### config.mk
export PLATFORM = sky130hd
export DESIGN_NAME = fabric_tag_merge_flat
export DESIGN_NICKNAME = d
export VERILOG_FILES = /design/src/rtl/fabric_pkg.sv /design/src/rtl/fabric_tag_merge_if.sv /design/src/rtl/fabric_rr_arbiter.sv /design/src/rtl/fabric_tag_merge.sv /design/src/flat_wrapper.sv
export SDC_FILE = /design/constraint.sdc
export NUM_CORES = 1
export LEC_CHECK = 0
export BUFFER_PORTS_ARGS = -buffer_cell sky130_fd_sc_hd__buf_4
export CAP_MARGIN = 20
export CORE_ASPECT_RATIO = 0.7
export CORE_UTILIZATION = 50
export CTS_BUF_LIST = sky130_fd_sc_hd__clkbuf_8 sky130_fd_sc_hd__clkbuf_16
export DETAILED_ROUTE_END_ITERATION = 6
export PLACE_DENSITY = 0.95
export SYNTH_ARGS = -nofsm -noshare
export SYNTH_HDL_FRONTEND = slang
export SYNTH_SLANG_ARGS = --single-unit
### constraint.sdc
create_clock -name clk -period 8.1 [get_ports clk]
set_input_delay 0.405 -clock clk [delete_from_list [all_inputs] [get_ports clk]]
set_output_delay 0.405 -clock clk [all_outputs]
set_load 0.02 [all_outputs]
### src/rtl/fabric_pkg.sv
// Shared fabric definitions: tag-merge elaboration messages, pointer width helper, tagged word type.
// Latency: n/a (package only).
// Backpressure: n/a.
package fabric_pkg;

  localparam string COMP_TAG_MERGE_NUM_IN     = "COMP_TAG_MERGE_NUM_IN: NUM_IN must be >= 2";
  localparam string COMP_TAG_MERGE_DATA_WIDTH = "COMP_TAG_MERGE_DATA_WIDTH: DATA_WIDTH must be >= 1";
  localparam string COMP_TAG_MERGE_TAG_WIDTH  = "COMP_TAG_MERGE_TAG_WIDTH: TAG_WIDTH must be >= 1 and 2**TAG_WIDTH >= NUM_IN";

  // Width of a pointer that indexes n entries; never narrower than 1 bit.
  function automatic int clog2_min1(input int n);
    return (n <= 2) ? 1 : $clog2(n);
  endfunction

  // Default-width tagged word; modules with other widths build the same
  // layout locally from their own parameters.
  localparam int TAG_WORD_DATA_W = 32;
  localparam int TAG_WORD_TAG_W  = 4;

  typedef struct packed {
    logic [TAG_WORD_TAG_W-1:0]  tag;
    logic [TAG_WORD_DATA_W-1:0] value;
  } tag_word_t;

endpackage

### src/rtl/fabric_tag_merge_if.sv
// Handshake bundle for the N-to-1 tag merge: NUM_IN untagged inputs, one tagged output.
// Latency: n/a (wires only).
// Backpressure: valid/ready per input port and on the output.
// master = traffic source/sink side, slave = the merge block.
interface fabric_tag_merge_if #(
  parameter int NUM_IN     = 4,
  parameter int DATA_WIDTH = 32,
  parameter int TAG_WIDTH  = 4
);
  logic [NUM_IN-1:0]              in_valid;
  logic [NUM_IN-1:0]              in_ready;
  logic [NUM_IN*DATA_WIDTH-1:0]   in_data;
  logic                           out_valid;
  logic                           out_ready;
  logic [DATA_WIDTH+TAG_WIDTH-1:0] out_data;

  modport master (
    output in_valid, in_data, out_ready,
    input  in_ready, out_valid, out_data
  );

  modport slave (
    input  in_valid, in_data, out_ready,
    output in_ready, out_valid, out_data
  );
endinterface

### src/rtl/fabric_rr_arbiter.sv
// Round-robin arbiter: scans req starting after the last granted port, wrapping.
// Latency: grant is combinational from req; pointer updates on the edge where advance is high.
// Backpressure: caller asserts advance only when the granted transfer actually happens.
// Ports: clk, rst_n (sync, active low), req, advance, grant_idx_in -> grant (one-hot), grant_idx.
module fabric_rr_arbiter
  import fabric_pkg::*;
#(
  parameter int NUM_IN = 4,
  localparam int IDX_W = clog2_min1(NUM_IN)
) (
  input  logic              clk,
  input  logic              rst_n,
  input  logic [NUM_IN-1:0] req,
  input  logic              advance,
  input  logic [IDX_W-1:0]  grant_idx_in,
  output logic [NUM_IN-1:0] grant,
  output logic [IDX_W-1:0]  grant_idx
);

  logic [IDX_W-1:0] rr_last_q, rr_last_d;
  logic [IDX_W-1:0] scan_idx;
  logic             hit;

  always_comb begin
    grant     = '0;
    grant_idx = '0;
    hit       = 1'b0;
    scan_idx  = '0;
    // k runs 1..NUM_IN so the last granted port is checked last.
    for (int k = 1; k <= NUM_IN; k++) begin
      scan_idx = IDX_W'((int'(rr_last_q) + k) % NUM_IN);
      if (!hit && req[scan_idx]) begin
        hit             = 1'b1;
        grant[scan_idx] = 1'b1;
        grant_idx       = scan_idx;
      end
    end
  end

  always_comb begin
    rr_last_d = rr_last_q;
    if (advance) rr_last_d = grant_idx_in;
  end

  always_ff @(posedge clk) begin
    if (!rst_n) rr_last_q <= IDX_W'(NUM_IN - 1);  // port 0 wins first
    else        rr_last_q <= rr_last_d;
  end

endmodule

### src/rtl/fabric_tag_merge.sv
// N-to-1 merge: round-robin picks an input, tags it cfg_tag_base+port, registers it.
// Latency: 1 cycle input handshake to out_valid, full throughput (no bubble).
// Backpressure: output register holds while out_valid && !out_ready; in_ready all-0 then.
// Ports: clk, rst_n (sync, active low), cfg_tag_base, bus (slave modport of fabric_tag_merge_if).
// Optional FABRIC_TAG_MERGE_STATS_EN adds stall_count[31:0] (saturating) and grant_count (16b/port, wrapping).
module fabric_tag_merge
  import fabric_pkg::*;
#(
  parameter int NUM_IN     = 4,
  parameter int DATA_WIDTH = 32,
  parameter int TAG_WIDTH  = 4
) (
  input  logic                   clk,
  input  logic                   rst_n,
  input  logic [TAG_WIDTH-1:0]   cfg_tag_base,
  fabric_tag_merge_if.slave      bus
`ifdef FABRIC_TAG_MERGE_STATS_EN
  ,
  output logic [31:0]            stall_count,
  output logic [NUM_IN*16-1:0]   grant_count
`endif
);

  localparam int IDX_W = clog2_min1(NUM_IN);

  if (NUM_IN < 2) begin : g_chk_num_in
    $fatal(1, "%s", COMP_TAG_MERGE_NUM_IN);
  end
  if (DATA_WIDTH < 1) begin : g_chk_data_width
    $fatal(1, "%s", COMP_TAG_MERGE_DATA_WIDTH);
  end
  if ((TAG_WIDTH < 1) || ((2 ** TAG_WIDTH) < NUM_IN)) begin : g_chk_tag_width
    $fatal(1, "%s", COMP_TAG_MERGE_TAG_WIDTH);
  end

  typedef struct packed {
    logic [TAG_WIDTH-1:0]  tag;
    logic [DATA_WIDTH-1:0] value;
  } word_t;

  word_t              out_data_q, out_data_d;
  logic               out_valid_q, out_valid_d;
  logic               load;
  logic               xfer;
  logic [NUM_IN-1:0]  arb_grant;
  logic [IDX_W-1:0]   arb_idx;

  // Register may be refilled whenever it is empty or being drained this cycle.
  assign load = !out_valid_q || bus.out_ready;
  assign xfer = rst_n && load && (|arb_grant);

  fabric_rr_arbiter #(.NUM_IN(NUM_IN)) u_arb (
    .clk          (clk),
    .rst_n        (rst_n),
    .req          (bus.in_valid),
    .advance      (xfer),
    .grant_idx_in (arb_idx),
    .grant        (arb_grant),
    .grant_idx    (arb_idx)
  );

  assign bus.in_ready  = (rst_n && load) ? arb_grant : '0;
  assign bus.out_valid = out_valid_q;
  assign bus.out_data  = out_data_q;

  always_comb begin
    out_valid_d = out_valid_q;
    out_data_d  = out_data_q;
    if (load) begin
      out_valid_d = xfer;
      if (xfer) begin
        out_data_d.tag   = cfg_tag_base + TAG_WIDTH'(arb_idx);  // wraps mod 2**TAG_WIDTH
        out_data_d.value = bus.in_data[arb_idx*DATA_WIDTH +: DATA_WIDTH];
      end
    end
  end

  always_ff @(posedge clk) begin
    if (!rst_n) begin
      out_valid_q <= 1'b0;
      out_data_q  <= '0;
    end else begin
      out_valid_q <= out_valid_d;
      out_data_q  <= out_data_d;
    end
  end

`ifdef FABRIC_TAG_MERGE_STATS_EN
  logic [31:0]          stall_count_q, stall_count_d;
  logic [NUM_IN*16-1:0] grant_count_q, grant_count_d;

  always_comb begin
    stall_count_d = stall_count_q;
    grant_count_d = grant_count_q;
    if (out_valid_q && !bus.out_ready && (stall_count_q != '1))
      stall_count_d = stall_count_q + 32'd1;
    if (xfer)
      grant_count_d[arb_idx*16 +: 16] = grant_count_q[arb_idx*16 +: 16] + 16'd1;
  end

  always_ff @(posedge clk) begin
    if (!rst_n) begin
      stall_count_q <= '0;
      grant_count_q <= '0;
    end else begin
      stall_count_q <= stall_count_d;
      grant_count_q <= grant_count_d;
    end
  end

  assign stall_count = stall_count_q;
  assign grant_count = grant_count_q;
`endif

endmodule

### src/flat_wrapper.sv
// flat-port wrapper written by rule: the top's interface ports become plain ports
module fabric_tag_merge_flat import fabric_pkg::*;
#(
  parameter int NUM_IN     = 4,
  parameter int DATA_WIDTH = 32,
  parameter int TAG_WIDTH  = 4
)
  (clk, rst_n, cfg_tag_base, bus_in_valid, bus_in_data, bus_out_ready, bus_in_ready, bus_out_valid, bus_out_data);
  fabric_tag_merge_if #(.NUM_IN(NUM_IN), .DATA_WIDTH(DATA_WIDTH), .TAG_WIDTH(TAG_WIDTH)) bus_i ();
  input  logic clk;
  input  logic rst_n;
  input  logic [TAG_WIDTH-1:0] cfg_tag_base;
  input wire logic [$bits(bus_i.in_valid)-1:0] bus_in_valid;
  input wire logic [$bits(bus_i.in_data)-1:0] bus_in_data;
  input wire logic [$bits(bus_i.out_ready)-1:0] bus_out_ready;
  output wire logic [$bits(bus_i.in_ready)-1:0] bus_in_ready;
  output wire logic [$bits(bus_i.out_valid)-1:0] bus_out_valid;
  output wire logic [$bits(bus_i.out_data)-1:0] bus_out_data;
  assign bus_i.in_valid = bus_in_valid;
  assign bus_i.in_data = bus_in_data;
  assign bus_i.out_ready = bus_out_ready;
  assign bus_in_ready = bus_i.in_ready;
  assign bus_out_valid = bus_i.out_valid;
  assign bus_out_data = bus_i.out_data;
  fabric_tag_merge #(.NUM_IN(NUM_IN), .DATA_WIDTH(DATA_WIDTH), .TAG_WIDTH(TAG_WIDTH)) u_core (.clk(clk), .rst_n(rst_n), .cfg_tag_base(cfg_tag_base), .bus(bus_i));
endmodule
=== Word level (Yosys, flattened, before mapping) ===
Index checks and enable logic that the tools add are counted.

* Register bits: 39
* Input port bits: 139
* Output and inout port bits: 41
* Logic and storage cells: 65

* Add/sub/neg operators: 5
* Order comparisons: 8
* Shift operators: 1
* Mux-type cells: 28
* Bitwise logic cells: 3
* Reductions and logical operators: 16

{| class="wikitable"
|+ Operators by type and width
! operator !! number
|-
| $shiftx A128 B8 Y32 || 1
|-
| $mux W4 || 5
|-
| $lt A2 B3 Y1 const B || 4
|-
| $or A4 B4 Y4 || 3
|-
| $mux W1 || 11
|-
| $logic_and A1 B1 Y1 || 9
|-
| $bmux W1 S2 || 4
|-
| $demux W1 S2 || 4
|-
| $ge A2 B1 Y1 const B || 4
|-
| $mux W2 || 4
|-
| $add A2 B1 Y2 const B || 2
|-
| $add A2 B2 Y2 const B || 2
|-
| $add A4 B2 Y4 || 1
|-
| $logic_not A1 Y1 || 4
|-
| $reduce_or A4 Y1 || 1
|-
| $reduce_and A2 Y1 || 1
|-
| $logic_or A1 B1 Y1 || 1
|}

=== Depth between registers and ports, before layout ===
Gate-level depths: netlist (run 1).

* Word-level depth: 16
* Depth in mapped cells: 15
* Depth with buffers taken out: 11

=== Modules after synthesis ===
From an unflattened synthesis (run 1), not the netlist that was laid out.

* Cell total of the unflattened synthesis: 299
* Area total of the unflattened synthesis: 3,000.4 sq um

{| class="wikitable"
|+ By module, submodules not included
! module !! times used !! cells each !! area each (sq um) !! seq. area each (sq um)
|-
| fabric_tag_merge || 1 || 221 || 2,393.5 || 740.7
|-
| fabric_rr_arbiter || 1 || 78 || 606.8 || 40.0
|}

=== Worst setup path after synthesis (run 1) ===
Ideal clock, no wire load.

* Path kind: register to register
* Start: register u_core.u_arb.rr_last_q[0]
* End: register u_core.out_data_q, in the netlist u_core.bus.out_data[33]
* Library setup time: 0.120 ns
* Arrival time: 3.276 ns
* Required time: 7.980 ns
* Slack: 4.704 ns
* Cell stages (with the launch flop): 15
* Buffers on the path: 5
* Period minus slack after synthesis: 3.396 ns
* Path through: dfxtp_1 buf_6 buf_2 inv_1 ha_1 clkbuf_1 mux4_2 o2111ai_1 buf_2 clkbuf_1 and2_1 ha_1 fa_1 inv_1 mux2i_1

* Elaborated cells between the ends (all ways): 56
* Classes of those cells: add/sub (5); order compare (8); mux (27); bitwise (3); reduce/logical (13)

{| class="wikitable"
|+ RTL lines
! element !! RTL line !! RTL
|-
| from (decl) || fabric_rr_arbiter.sv:20 || <nowiki>logic [IDX_W-1:0] rr_last_q, rr_last_d;</nowiki>
|-
| from (signal assigned) || fabric_rr_arbiter.sv:46 || <nowiki>if (!rst_n) rr_last_q <= IDX_W'(NUM_IN - 1);</nowiki>
|-
| from (signal assigned) || fabric_rr_arbiter.sv:47 || <nowiki>else rr_last_q <= rr_last_d;</nowiki>
|-
| $add A2 B1 Y2 || fabric_rr_arbiter.sv:31 || <nowiki>scan_idx = IDX_W'((int'(rr_last_q) + k) % NUM_IN);</nowiki>
|-
| $bmux W1 S2 || fabric_rr_arbiter.sv:32 || <nowiki>if (!hit && req[scan_idx]) begin</nowiki>
|-
| $mux W1 (implied by the code) || fabric_rr_arbiter.sv:32 ||
|-
| $mux W1 || fabric_rr_arbiter.sv:32 ||
|-
| $logic_not A1 Y1 || fabric_rr_arbiter.sv:32 ||
|-
| $logic_and A1 B1 Y1 || fabric_rr_arbiter.sv:32 ||
|-
| $mux W1 || fabric_rr_arbiter.sv:32 ||
|-
| $logic_not A1 Y1 || fabric_rr_arbiter.sv:32 ||
|-
| $logic_and A1 B1 Y1 || fabric_rr_arbiter.sv:32 ||
|-
| $mux W1 || fabric_rr_arbiter.sv:32 ||
|-
| $logic_not A1 Y1 || fabric_rr_arbiter.sv:32 ||
|-
| $logic_and A1 B1 Y1 || fabric_rr_arbiter.sv:32 ||
|-
| $mux W2 (*) || fabric_rr_arbiter.sv:32 ||
|-
| net u_core.arb_idx[0] || fabric_tag_merge.sv:46 || <nowiki>logic [IDX_W-1:0] arb_idx;</nowiki>
|-
| $add A4 B2 Y4 (*) || fabric_tag_merge.sv:72 || <nowiki>out_data_d.tag = cfg_tag_base + TAG_WIDTH'(arb_idx);</nowiki>
|-
| to (signal assigned) || fabric_tag_merge.sv:84 || <nowiki>out_data_q <= out_data_d;</nowiki>
|-
| to (decl) || fabric_tag_merge.sv:41 || <nowiki>word_t out_data_q, out_data_d;</nowiki>
|}

The timed path passes the listed nets; every way through them passes the cells marked *. The select of a mux whose other input is x is not followed.
A chain may end at the register's enable or synchronous reset.

=== Worst setup path in the final report (run 1) ===
Ends and elaborated chain as after synthesis.

==> impl_results.md, run 1 <==
- Cell Rows: 25
- DRC Markers: 0
- FF-to-FF path depth: 10
- R2R Path End: u_core.bus.out_data[33]
- Top-area cell type share of the netlist area: 22.03%
- Unrepaired setup endpoints after global routing: false
- Setup-failing EPs final: 0
- Synth cell count leaders: a21boi_0 (65), nand2_1 (44), clkbuf_1 (43), mux2i_1 (41)
- Hold_sp: bus_out_ready
- Die footprint: 0.007435 mm^2
- GR Util All Layers: 29.45%
- Port Buffers: 179
- Synth unique cells: 43
- Synthesis warning total: 0
- Crit path launch type: register
- Max-Slew Margin vs Limit: 27.12%
- Mapped Cells: 413
- Synth top area cells: dfxtp_1 (22%), a21boi_0 (14%), mux2i_1 (12%)
- Post-synthesis instance area: 0.003545 mm^2
- CTS clk-pin slew, worst paths: 0.09 ns
- Number of primary I/O pins: 180
- CP Capture Type: register
- Sequential fraction of the synthesis area: 22.03%
- Avg Cell Area, Syn: 8.583 um^2
- ANT cells: 0
- Slew at the pin closest to its max-slew limit: 1.089 ns
- Hold buffer count at CTS: 0
- DP HPWL: 7.780 mm
- Critical path buffers and inverters: 3
- Clock tree buffer depth: 2
- Final hold vios: 0
- Post-CTS Setup Bufs: 0
- Share of layout cells above drive strength 1: 36.76%
- Max stage delay on crit path: 0.88 ns
- Vias in the first global route: 3684
- Syn Nets: 563
- CP max-delay cell: dfxtp_1
- Total power after layout: 1.907 mW
- Worst-path maximum fanout: 105
- Peak supply drop: 0.0001889 V
- Starting density of the core: 52.22%
- GRT overflow: 0
- Routed wire per std cell: 17.24 um
- Register-to-register path setup slack: 3.54 ns
- CTS tree: built
- Async SR Flop Fraction: 0%
- H-Tree Depth: 2
- Setup TNS: 0 ns
- Largest net degree at the start of global routing: 106
- Antenna violations before repair: 0
- Worst setup path category: reg2reg
- PwrDens: 383.1 mW/mm^2
- Via Count: 3940
- Post_cts resized: 0
- DIE WIDTH: 102.6 um
- Fmax: 0.2191 GHz
- Status: finished, final reports clean
- Routability cong.: 1.020
- Num CTS Buffers: 5
- Max-cap viol count: 0
- Fin nets: 704
- Util after Layout: 73.35%
- Number of synthesized register bits: 39
- Period utilization: 56.33%
- Most common cell in the netlist: a21boi_0
- Crit-path leading delay family: adder cells
- RR Startpoint: u_core.u_arb.rr_last_q[0]
- Max Clock Skew: 0.01042 ns
- Fin crit period: 4.563 ns
- Worst-Skew Late Latency: 0.30 ns
- Hold Path Sink: u_core.bus.out_valid
- Leak: 2.389 nW
- Post-DR vias/cell: 6.071
- Worst EP arrival: 4.73 ns
- Top cell type by total area after synthesis: dfxtp_1
- Final Max Tran Viols: 0
- Hold Path Class: in2reg
- Top FF cell, synth: dfxtp_1
- # clock sinks: 39
- P&R area growth vs syn: 40.45%
- Final wirelength: 11.19 mm
- Worst hold path depth: 3
- Crit-path cells: inv_1 -> ha_1 -> mux4_2 -> o2111ai_4 -> buf_4 -> and2_1 -> ha_1 -> fa_1 -> inv_1 -> mux2i_1
- CTS root buffer: clkbuf_8
- First-pass GRT wire length: 17.12 mm
- Detail Route Antenna Nets: 0
- DRT iter0 DRCs: 173
- Area of the core: 0.006788 mm^2
- Post-synth EDFFs: 0
- Drt pass-1 iters: 5
- Crit path required time: 8.27 ns
- Die H: 72.45 um
- Filler cells: 543
## worst max-delay path by stage
| stage | from | slack (ns) | endpoint | cells after the start |
|---|---|---|---|---|
| floorplan | u_core.u_arb.rr_last_q[0] | 4.70 | u_core.bus.out_data[33] | 14 |
| global placement | u_core.u_arb.rr_last_q[0] | 3.88 | u_core.bus.out_data[33] | 10 |
| detailed placement | u_core.u_arb.rr_last_q[0] | 3.67 | u_core.bus.out_data[33] | 10 |
| CTS | u_core.u_arb.rr_last_q[0] | 3.63 | u_core.bus.out_data[33] | 10 |
| global route | u_core.u_arb.rr_last_q[0] | 3.24 | u_core.bus.out_data[35] | 11 |
| finish | u_core.u_arb.rr_last_q[0] | 3.54 | u_core.bus.out_data[33] | 10 |
## state kept, by name (all words and copies together) (netlist names)
name,count
u_core.bus.out_data,36
u_core.u_arb.rr_last_q,2
u_core.bus.out_valid,1
## worst register-to-register path, stage by stage, from the launching register on
cell and delay, ns:
dfxtp_1 0.88, inv_1 0.29, ha_1 0.52, mux4_2 0.45, o2111ai_4 0.53, buf_4 0.75
and2_1 0.28, ha_1 0.19, fa_1 0.42, inv_1 0.06, mux2i_1 0.05
## placed cells by master (no fill, tap or decap), types with 2 or more instances in the layout
cell type	instances
a2111oi_0	3
a21boi_0	65
a32o_1	32
and2_1	5
and3_1	39
buf_4	184
bufinv_16	2
clkbuf_8	5
dfxtp_1	39
ha_1	10
inv_1	6
mux2_2	5
mux2i_1	41
nand2_1	44
nand2b_1	5
nor2b_1	6
o22ai_1	5
o2bb2ai_1	3
o32ai_1	32
xnor2_1	2
## metrics by stage
stage          worst slack (ns)  instance area (um^2)  hold slack (ns)  cells
2_1_floorplan             4.704                  3545           0.5364    413
3_3_place_gp              3.881                  4842           0.4470    641
3_5_place_dp              3.666                  4842           0.4553    641
4_1_cts                   3.632                  4979           0.4049    649
5_1_grt                   3.236                  4979           0.4228    649
6_report                  3.537                  4979           0.4077    649
## routing by layer
metal	global-route usage, %	share of wire (%)	vias up
li1	-	-	1883
met1	36.17	42	1840
met2	50.44	48	190
met3	5.491	7.5	27
met4	12.54	2.5	0
met5	0	0	-
## area by class of cell
class	instances	area (um^2)	share of cell area (%)
well taps	94	117.6	2.362
repair buffers	184	1381	27.75
clock inverters	3	67.56	1.357
inverters	6	22.52	0.4524
multi-input cells	318	2540	51.02
clock buffers	5	68.82	1.382
flip-flops and latches	39	780.7	15.68
## kinds of logic (layout without fill, tap and decap cells)
| kind of cell | after synthesis | after routing | synth area share, % |
|---|---|---|---|
| and+or+nand+nor | 106 | 106 | 15.71 |
| AOI/OAI and AO/OA | 151 | 151 | 36.39 |
| adders and majority gates | 11 | 11 | 4.095 |
| DFF | 39 | 39 | 22.03 |
| xor gates and xnor gates | 2 | 2 | 0.4943 |
| buffers and inverters | 56 | 198 | 7.165 |
| muxes | 48 | 48 | 14.12 |
## power breakdown
part,internal [mW],switching [mW]
Combinational,0.608,0.756
Clock,0.123,0.0760
Sequential,0.279,0.0646
(Power assumes the default switching activity.)
==> inputs of run 2 (changes only) <==
--- a/config.mk
+++ b/config.mk
@@ -5,13 +5,14 @@
 export SDC_FILE = /design/constraint.sdc
 export NUM_CORES = 1
 export LEC_CHECK = 0
+export ABC_AREA = 1
 export BUFFER_PORTS_ARGS = -buffer_cell sky130_fd_sc_hd__buf_4
 export CAP_MARGIN = 20
 export CORE_ASPECT_RATIO = 0.7
-export CORE_UTILIZATION = 50
+export CORE_UTILIZATION = 43
 export CTS_BUF_LIST = sky130_fd_sc_hd__clkbuf_8 sky130_fd_sc_hd__clkbuf_16
 export DETAILED_ROUTE_END_ITERATION = 6
-export PLACE_DENSITY = 0.95
+export PLACE_DENSITY = 0.91
 export SYNTH_ARGS = -nofsm -noshare
 export SYNTH_HDL_FRONTEND = slang
 export SYNTH_SLANG_ARGS = --single-unit
==> constraint.sdc (replaced) <==
create_clock -name clk -period 3.7 [get_ports clk]
set_input_delay 0.185 -clock clk [delete_from_list [all_inputs] [get_ports clk]]
set_output_delay 0.185 -clock clk [all_outputs]
set_load 0.02 [all_outputs]
==> impl_results.md, run 2 <==
- CP Capture Type: register (unchanged)
- CTS root buffer: clkbuf_16 (was clkbuf_8)
- Routability cong.: 0.8795 (was 1.020)
- Die footprint: 0.008920 mm^2 (was 0.007435 mm^2)
- Starting density of the core: 45.48% (was 52.22%)
- P_sw: 2.892 mW (was 0.8970 mW)
- # clock sinks: 39 (unchanged)
- Area of the core: 0.008074 mm^2 (was 0.006788 mm^2)
- Synthesis warning total: 0 (unchanged)
- Leak: 3.258 nW (was 2.389 nW)
- Slew at the pin closest to its max-slew limit: 0.6465 ns (was 1.089 ns)
- Num CTS Buffers: 5 (unchanged)
- Fin crit period: 3.144 ns (was 4.563 ns)
- Crit path required time: 3.85 ns (was 8.27 ns)
- Cell Rows: 27 (was 25)
- Synth unique cells: 28 (was 43)
- Avg Cell Area, Syn: 5.497 um^2 (was 8.583 um^2)
- Worst-path maximum fanout: 18 (was 105)
- Post-CTS Setup Bufs: 0 (unchanged)
- Most frequent cells in the layout: nand2_1 (395), buf_4 (186), nand3_1 (76) (was buf_4 (184), a21boi_0 (65), nand2_1 (44))
- ANT cells: 0 (unchanged)
- Post-DR vias/cell: 4.784 (was 6.071)
- Port Buffers: 179 (unchanged)
- Peak supply drop: 0.0004367 V (was 0.0001889 V)
- DIE WIDTH: 112.5 um (was 102.6 um)
- Period utilization: 84.97% (was 56.33%)
- Drt pass-1 iters: 6 (was 5)
- Final wirelength: 11.00 mm (was 11.19 mm)
- Die H: 79.32 um (was 72.45 um)
- Most common cell in the netlist: nand2_1 (was a21boi_0)
- Combinational share of power: 77.8% (was 71.5%)
- Worst-Skew Late Latency: 0.28 ns (was 0.30 ns)
- Worst EP arrival: 3.30 ns (was 4.73 ns)
- Post_cts resized: 0 (unchanged)
- Syn Nets: 818 (was 563)
- Hold Path Class: in2reg (unchanged)
- Synth cell count leaders: nand2_1 (397), nand3_1 (76), inv_1 (56), dfxtp_1 (39), buf_2 (16) (was a21boi_0 (65), nand2_1 (44), clkbuf_1 (43), mux2i_1 (41))
- Top FF cell, synth: dfxtp_1 (unchanged)
- Crit path launch type: register (unchanged)
- Status: finished, final reports clean (unchanged)
- Multi-input gate area: 0.002374 mm^2 (was 0.002540 mm^2)
- Final Max Tran Viols: 0 (unchanged)
- Unrepaired setup endpoints after global routing: false (unchanged)
- Top cell type by total area after synthesis: nand2_1 (was dfxtp_1)
- Sequential fraction of the synthesis area: 21.26% (was 22.03%)
- Fin nets: 971 (was 704)
- Antenna violations before repair: 0 (unchanged)
- Part of the power in registers: 13.0% (was 18.0%)
- First-pass GRT wire length: 18.12 mm (was 17.12 mm)
- Synth top area cells: nand2_1 (41%), dfxtp_1 (21%), nand3_1 (10%) (was dfxtp_1 (22%), a21boi_0 (14%), mux2i_1 (12%))
- DRC Markers: 0 (unchanged)
- Max-cap viol count: 0 (unchanged)
- Worst setup path category: reg2reg (unchanged)
- Commonest non-fill, non-tap cell in the layout: nand2_1 (was buf_4)
- Async SR Flop Fraction: 0% (unchanged)
- Critical path buffers and inverters: 2 (was 3)
- Setup-failing EPs final: 0 (unchanged)
- Filler cells: 779 (was 543)
- Mapped Cells: 668 (was 413)
- Max-Slew Margin vs Limit: 56.90% (was 27.12%)
- Clock tree buffer depth: 2 (unchanged)
- Number of synthesized register bits: 39 (unchanged)
- Post-synthesis instance area: 0.003672 mm^2 (was 0.003545 mm^2)
- Fmax: 0.3181 GHz (was 0.2191 GHz)
- Flip-flop count of the largest register after layout: 36 (unchanged)
- CP max-delay cell: dfxtp_1 (unchanged)
- Post-synth EDFFs: 0 (unchanged)
- Net switching fraction of the power: 56.78% (was 47.03%)
- Vias in the first global route: 3998 (was 3684)
- H-Tree Depth: 2 (unchanged)
- DP HPWL: 7.946 mm (was 7.780 mm)
- Top-area cell type share of the netlist area: 40.58% (was 22.03%)
- Number of primary I/O pins: 180 (unchanged)
- CTS tree: built (unchanged)
- Detail Route Antenna Nets: 0 (unchanged)
- Clock power share: 9.3% (was 10.4%)
- Internal power: 2.201 mW (was 1.010 mW)
- Max Clock Skew: 0.004930 ns (was 0.01042 ns)
- Register area: 780.7 um^2 (unchanged)
- Crit-path leading delay family: simple AND/OR/NAND/NOR gates (was adder cells)
- Non-filler cells, final: 922 (was 649)
- Max stage delay on crit path: 0.48 ns (was 0.88 ns)
- CTS clk-pin slew, worst paths: 0.06 ns (was 0.09 ns)
- Setup TNS: 0 ns (unchanged)
- DRT iter0 DRCs: 317 (was 173)
- P&R area growth vs syn: 37.82% (was 40.45%)
- PwrDens: 1006 mW/mm^2 (was 383.1 mW/mm^2)
- Via Count: 4411 (was 3940)
- GRT overflow: 0 (unchanged)
- Routed wire per std cell: 11.93 um (was 17.24 um)
- Final hold vios: 0 (unchanged)
- Hold buffer count at CTS: 0 (unchanged)
- GR Util All Layers: 25.06% (was 29.45%)
- Crit-path cells: inv_1 -> ha_1 -> inv_1 -> nand3_2 -> nand2_4 -> nor2_4 -> nand2_2 -> nand2_1 -> o21ai_2 -> a21oi_4 -> ha_1 -> nand3_1 -> nand2_1 -> xnor2_1 -> o21ai_1 (was inv_1 -> ha_1 -> mux4_2 -> o2111ai_4 -> buf_4 -> and2_1 -> ha_1 -> fa_1 -> inv_1 -> mux2i_1)
- Share of layout cells above drive strength 1: 26.80% (was 36.76%)
- Largest net degree at the start of global routing: 66 (was 106)
- Placed insts: 915 (was 641)
## run 2: path summary, 6_finish.rpt
check                           slack, ns                       to                 startpoint  cells after the start
worst max-delay path                 0.56  u_core.bus.out_data[35]  u_core.u_arb.rr_last_q[1]                     15
worst min-delay path                 0.21  u_core.bus.out_data[35]            cfg_tag_base[3]                      3
worst max register to register       0.56  u_core.bus.out_data[35]  u_core.u_arb.rr_last_q[1]                     15
worst min register to register       0.52  u_core.bus.out_data[16]    u_core.bus.out_data[16]                      4
## run 2: layout make-up
cell class                      count  area share [%]
Clock buffer                        5           2.472
Clock inverter                      2          0.6675
Inverter                           58           4.450
Tap cell                          101           2.497
Multi-Input combinational cell    531           46.90
Timing Repair Buffer              186           27.59
Sequential cell                    39           15.43
## run 2: power groups by stage
| stage | Sequential [mW] | Clock (mW) | Combinational (mW) |
|---|---|---|---|
| floorplan | 0.802 | 0 | 3.19 |
| global placement | 0.661 | 0 | 3.94 |
| detailed placement | 0.670 | 0 | 3.95 |
| CTS | 0.661 | 0.479 | 3.97 |
| global route | 0.674 | 0.505 | 4.53 |
| finish | 0.660 | 0.473 | 3.96 |
## run 2: logic make-up after synthesis
kind of cell | count (synthesis) | share of synthesized area (%)
AO/OA/AOI/OAI | 15 | 3.066
XOR/XNOR | 2 | 0.4771
adder cells (fa/ha/maj) | 11 | 3.952
buffers and inverters | 98 | 14.24
flip-flops | 39 | 21.26
AND/OR/NAND/NOR | 503 | 57.00
## run 2: per-stage QoR
stage | hold WS, ns | power, mW | area, um^2 | setup WS [ns] | utilization, %
floorplan | 0.3723 | 3.989 | 3672 | 1.027 | -
global placement | 0.4781 | 4.597 | 4902 | 0.6563 | 60.72
detailed placement | 0.4929 | 4.621 | 4902 | 0.5654 | 60.72
CTS | 0.2066 | 5.108 | 5061 | 0.5656 | 62.68
global route | 0.2229 | 5.713 | 5061 | 0.2738 | 62.68
finish | 0.2110 | 5.093 | 5061 | 0.5562 | 62.68
## run 2: routing by layer
metal / vias to the layer above / wire, um / global-route usage [%]
met2: 185 / 4985 / 45.22
met5: - / 0 / 0
li1: 2326 / - / -
met4: 0 / 108 / 5.067
met3: 15 / 867 / 5.191
met1: 1885 / 5038 / 30.95
## run 2: worst reg2reg max path, stage by stage, from the launching register on
cell and delay, ns:
dfxtp_1 0.48, inv_1 0.21, ha_1 0.37, inv_1 0.10, nand3_2 0.13, nand2_4 0.08, nor2_4 0.25, nand2_2 0.09
nand2_1 0.09, o21ai_2 0.09, a21oi_4 0.44, ha_1 0.33, nand3_1 0.08, nand2_1 0.06, xnor2_1 0.13, o21ai_1 0.08
==> inputs of run 3 (changes only) <==
--- a/config.mk
+++ b/config.mk
@@ -9,10 +9,10 @@
 export BUFFER_PORTS_ARGS = -buffer_cell sky130_fd_sc_hd__buf_4
 export CAP_MARGIN = 20
 export CORE_ASPECT_RATIO = 0.7
-export CORE_UTILIZATION = 43
+export CORE_UTILIZATION = 47
 export CTS_BUF_LIST = sky130_fd_sc_hd__clkbuf_8 sky130_fd_sc_hd__clkbuf_16
 export DETAILED_ROUTE_END_ITERATION = 6
-export PLACE_DENSITY = 0.91
+export PLACE_DENSITY = 0.94
 export SYNTH_ARGS = -nofsm -noshare
 export SYNTH_HDL_FRONTEND = slang
 export SYNTH_SLANG_ARGS = --single-unit
==> constraint.sdc (replaced) <==
create_clock -name clk -period 3.1 [get_ports clk]
set_input_delay 0.155 -clock clk [delete_from_list [all_inputs] [get_ports clk]]
set_output_delay 0.155 -clock clk [all_outputs]
set_load 0.02 [all_outputs]
==> impl_results.md, run 3 (same netlist as run 2, synthesis figures left out) <==
- Status: finished, final reports clean (unchanged)
- Drt pass-1 iters: 5 (was 6)
- Via Count: 4432 (was 4411)
- Met2 wire len: 5.076 mm (was 4.985 mm)
- Post-CTS Setup Bufs: 0 (unchanged)
- Crit path launch type: register (unchanged)
- Met3 wire length: 1.089 mm (was 867 um)
- PwrDens: 1190 mW/mm^2 (was 1006 mW/mm^2)
- Final wirelength: 10.99 mm (was 11.00 mm)
- Register-to-register path setup slack: 0.35 ns (was 0.56 ns)
- ANT cells: 0 (unchanged)
- Fmax: 0.3640 GHz (was 0.3181 GHz)
- DRT iter0 DRCs: 301 (was 317)
- Worst-Skew Late Latency: 0.29 ns (was 0.28 ns)
- Most frequent cells in the layout: nand2_1 (395), buf_4 (188), nand3_1 (76) (was nand2_1 (395), buf_4 (186), nand3_1 (76))
- Post-DR vias/cell: 4.797 (was 4.784)
- Crit path required time: 3.28 ns (was 3.85 ns)
- Starting density of the core: 49.51% (was 45.48%)
- Worst-path maximum fanout: 12 (was 18)
- Routability cong.: 0.8841 (was 0.8795)
- Die H: 75.96 um (was 79.32 um)
- Area after DPL: 0.004954 mm^2 (was 0.004902 mm^2)
- Worst slack, placed: 0.2340 ns (was 0.5654 ns)
- Max-cap viol count: 0 (unchanged)
- First-pass GRT wire length: 17.57 mm (was 18.12 mm)
- CP Capture Type: register (unchanged)
- Number of primary I/O pins: 180 (unchanged)
- Setup WS post-layout: 0.3527 ns (was 0.5562 ns)
- Num CTS Buffers: 5 (unchanged)
- Hold Path Sink: u_core.bus.out_data[35] (unchanged)
- DIE WIDTH: 107.7 um (was 112.5 um)
- H-Tree Depth: 2 (unchanged)
- P&R area growth vs syn: 37.24% (was 37.82%)
- Met1 Routed Length: 4.638 mm (was 5.038 mm)
- Detail Route Antenna Nets: 0 (unchanged)
- GR Util All Layers: 26.48% (was 25.06%)
- Die footprint: 0.008177 mm^2 (was 0.008920 mm^2)
- Clock tree buffer depth: 2 (unchanged)
- Share of layout cells above drive strength 1: 27.36% (was 26.80%)
- CTS root buffer: clkbuf_8 (was clkbuf_16)
- Final Max Tran Viols: 0 (unchanged)
- Worst setup path category: reg2reg (unchanged)
- CTS tree: built (unchanged)
- Max-Slew Margin vs Limit: 61.32% (was 56.90%)
- DP HPWL: 7.908 mm (was 7.946 mm)
- Largest net degree at the start of global routing: 66 (unchanged)
- Max Clock Skew: 0.009251 ns (was 0.004930 ns)
- # clock sinks: 39 (unchanged)
- Setup-failing EPs final: 0 (unchanged)
- CTS clk-pin slew, worst paths: 0.08 ns (was 0.06 ns)
- Slew at the pin closest to its max-slew limit: 0.5781 ns (was 0.6465 ns)
- Uppermost routed layer: met4 (unchanged)
- RR Startpoint: u_core.u_arb.rr_last_q[1] (unchanged)
- Hold_sp: cfg_tag_base[3] (unchanged)
- R2R Path End: u_core.bus.out_data[34] (was u_core.bus.out_data[35])
- Hold buffer count at CTS: 0 (unchanged)
- Commonest non-fill, non-tap cell in the layout: nand2_1 (unchanged)
- Fin crit period: 2.747 ns (was 3.144 ns)
- Antenna violations before repair: 0 (unchanged)
- Worst hold path depth: 3 (unchanged)
- Post_cts resized: 0 (unchanged)
- Final hold vios: 0 (unchanged)
- Routed wire per std cell: 11.89 um (was 11.93 um)
- FF-to-FF path depth: 13 (was 15)
- GRT overflow: 0 (unchanged)
- Area of the core: 0.007417 mm^2 (was 0.008074 mm^2)
- Port Buffers: 179 (unchanged)
- Peak supply drop: 0.0006216 V (was 0.0004367 V)
- Leak: 3.248 nW (was 3.258 nW)
- Flip-flop count of the largest register after layout: 36 (unchanged)
- DRC Markers: 0 (unchanged)
- Post-route cell area: 0.005040 mm^2 (was 0.005061 mm^2)
- Hold Path Class: in2reg (unchanged)
- Setup TNS: 0 ns (unchanged)
- Unrepaired setup endpoints after global routing: false (unchanged)
- Period utilization: 88.62% (was 84.97%)
- Fin nets: 975 (was 971)
- Worst EP arrival: 2.93 ns (was 3.30 ns)
- Cell Rows: 26 (was 27)
- Vias in the first global route: 3908 (was 3998)
-- run 3: cell types whose count changed in the layout (fill, tap and decap cells not counted), sizes merged --
cell	delta
buf	+4
bufinv	-1
clkinv	+1
clkinvlp	+1
-- run 3: metal layers --
layer  track usage, %  vias up
met5                0        -
met4            8.904        0
met3            5.852       12
met2            46.35      191
met1            31.68     1890
li1                 -     2339
-- run 3: area by class of cell --
cell class | count | area (um^2)
Clock inverter | 3 | 16.27
Tap cell | 98 | 122.6
Fill cell | 688 | 2377
Sequential cell | 39 | 782.0
Inverter | 58 | 225.2
Multi-Input combinational cell | 531 | 2374
Timing Repair Buffer | 190 | 1451
Clock buffer | 5 | 68.82
-- run 3: metrics by stage --
step | power [mW] | utilization [%] | cells | hold slack (ns)
after floorplan | 4.761 | - | 668 | 0.3423
after global placement | 5.597 | 66.78 | 916 | 0.4424
after detailed placement | 5.657 | 66.78 | 916 | 0.4496
after CTS | 6.012 | 67.93 | 924 | 0.1459
after global routing | 6.733 | 67.95 | 924 | 0.1796
final | 5.996 | 67.95 | 924 | 0.1498
-- run 3: worst max-delay path: stages (launching register included) --
cell	delay, ns
dfxtp_2	0.41
inv_1	0.15
ha_1	0.36
inv_1	0.10
nand3_2	0.14
nand2_4	0.09
nor2_4	0.25
nand2_1	0.12
nand2_2	0.11
nand2_2	0.08
ha_1	0.22
fa_1	0.39
xnor2_1	0.15
o21ai_1	0.08
-- run 3: power breakdown --
part	switching, mW	internal, mW	total (mW)
sequential	0.0979	0.690	0.788
combinational	3.20	1.67	4.87
clock	0.187	0.154	0.341
-- run 3: worst max path at each step --
| stage | from | end | slack [ns] | cells after the start |
|---|---|---|---|---|
| 6_report | u_core.u_arb.rr_last_q[1] | u_core.bus.out_data[34] | 0.35 | 13 |
| 5_1_grt | u_core.u_arb.rr_last_q[1] | u_core.bus.out_data[34] | 0.10 | 13 |
| 4_1_cts | u_core.u_arb.rr_last_q[1] | u_core.bus.out_data[34] | 0.21 | 13 |
| 3_5_place_dp | u_core.u_arb.rr_last_q[1] | u_core.bus.out_data[34] | 0.23 | 13 |
| 3_3_place_gp | u_core.u_arb.rr_last_q[1] | u_core.bus.out_data[34] | 0.31 | 13 |
| 2_1_floorplan | u_core.u_arb.rr_last_q[1] | u_core.bus.out_data[35] | 0.43 | 17 |
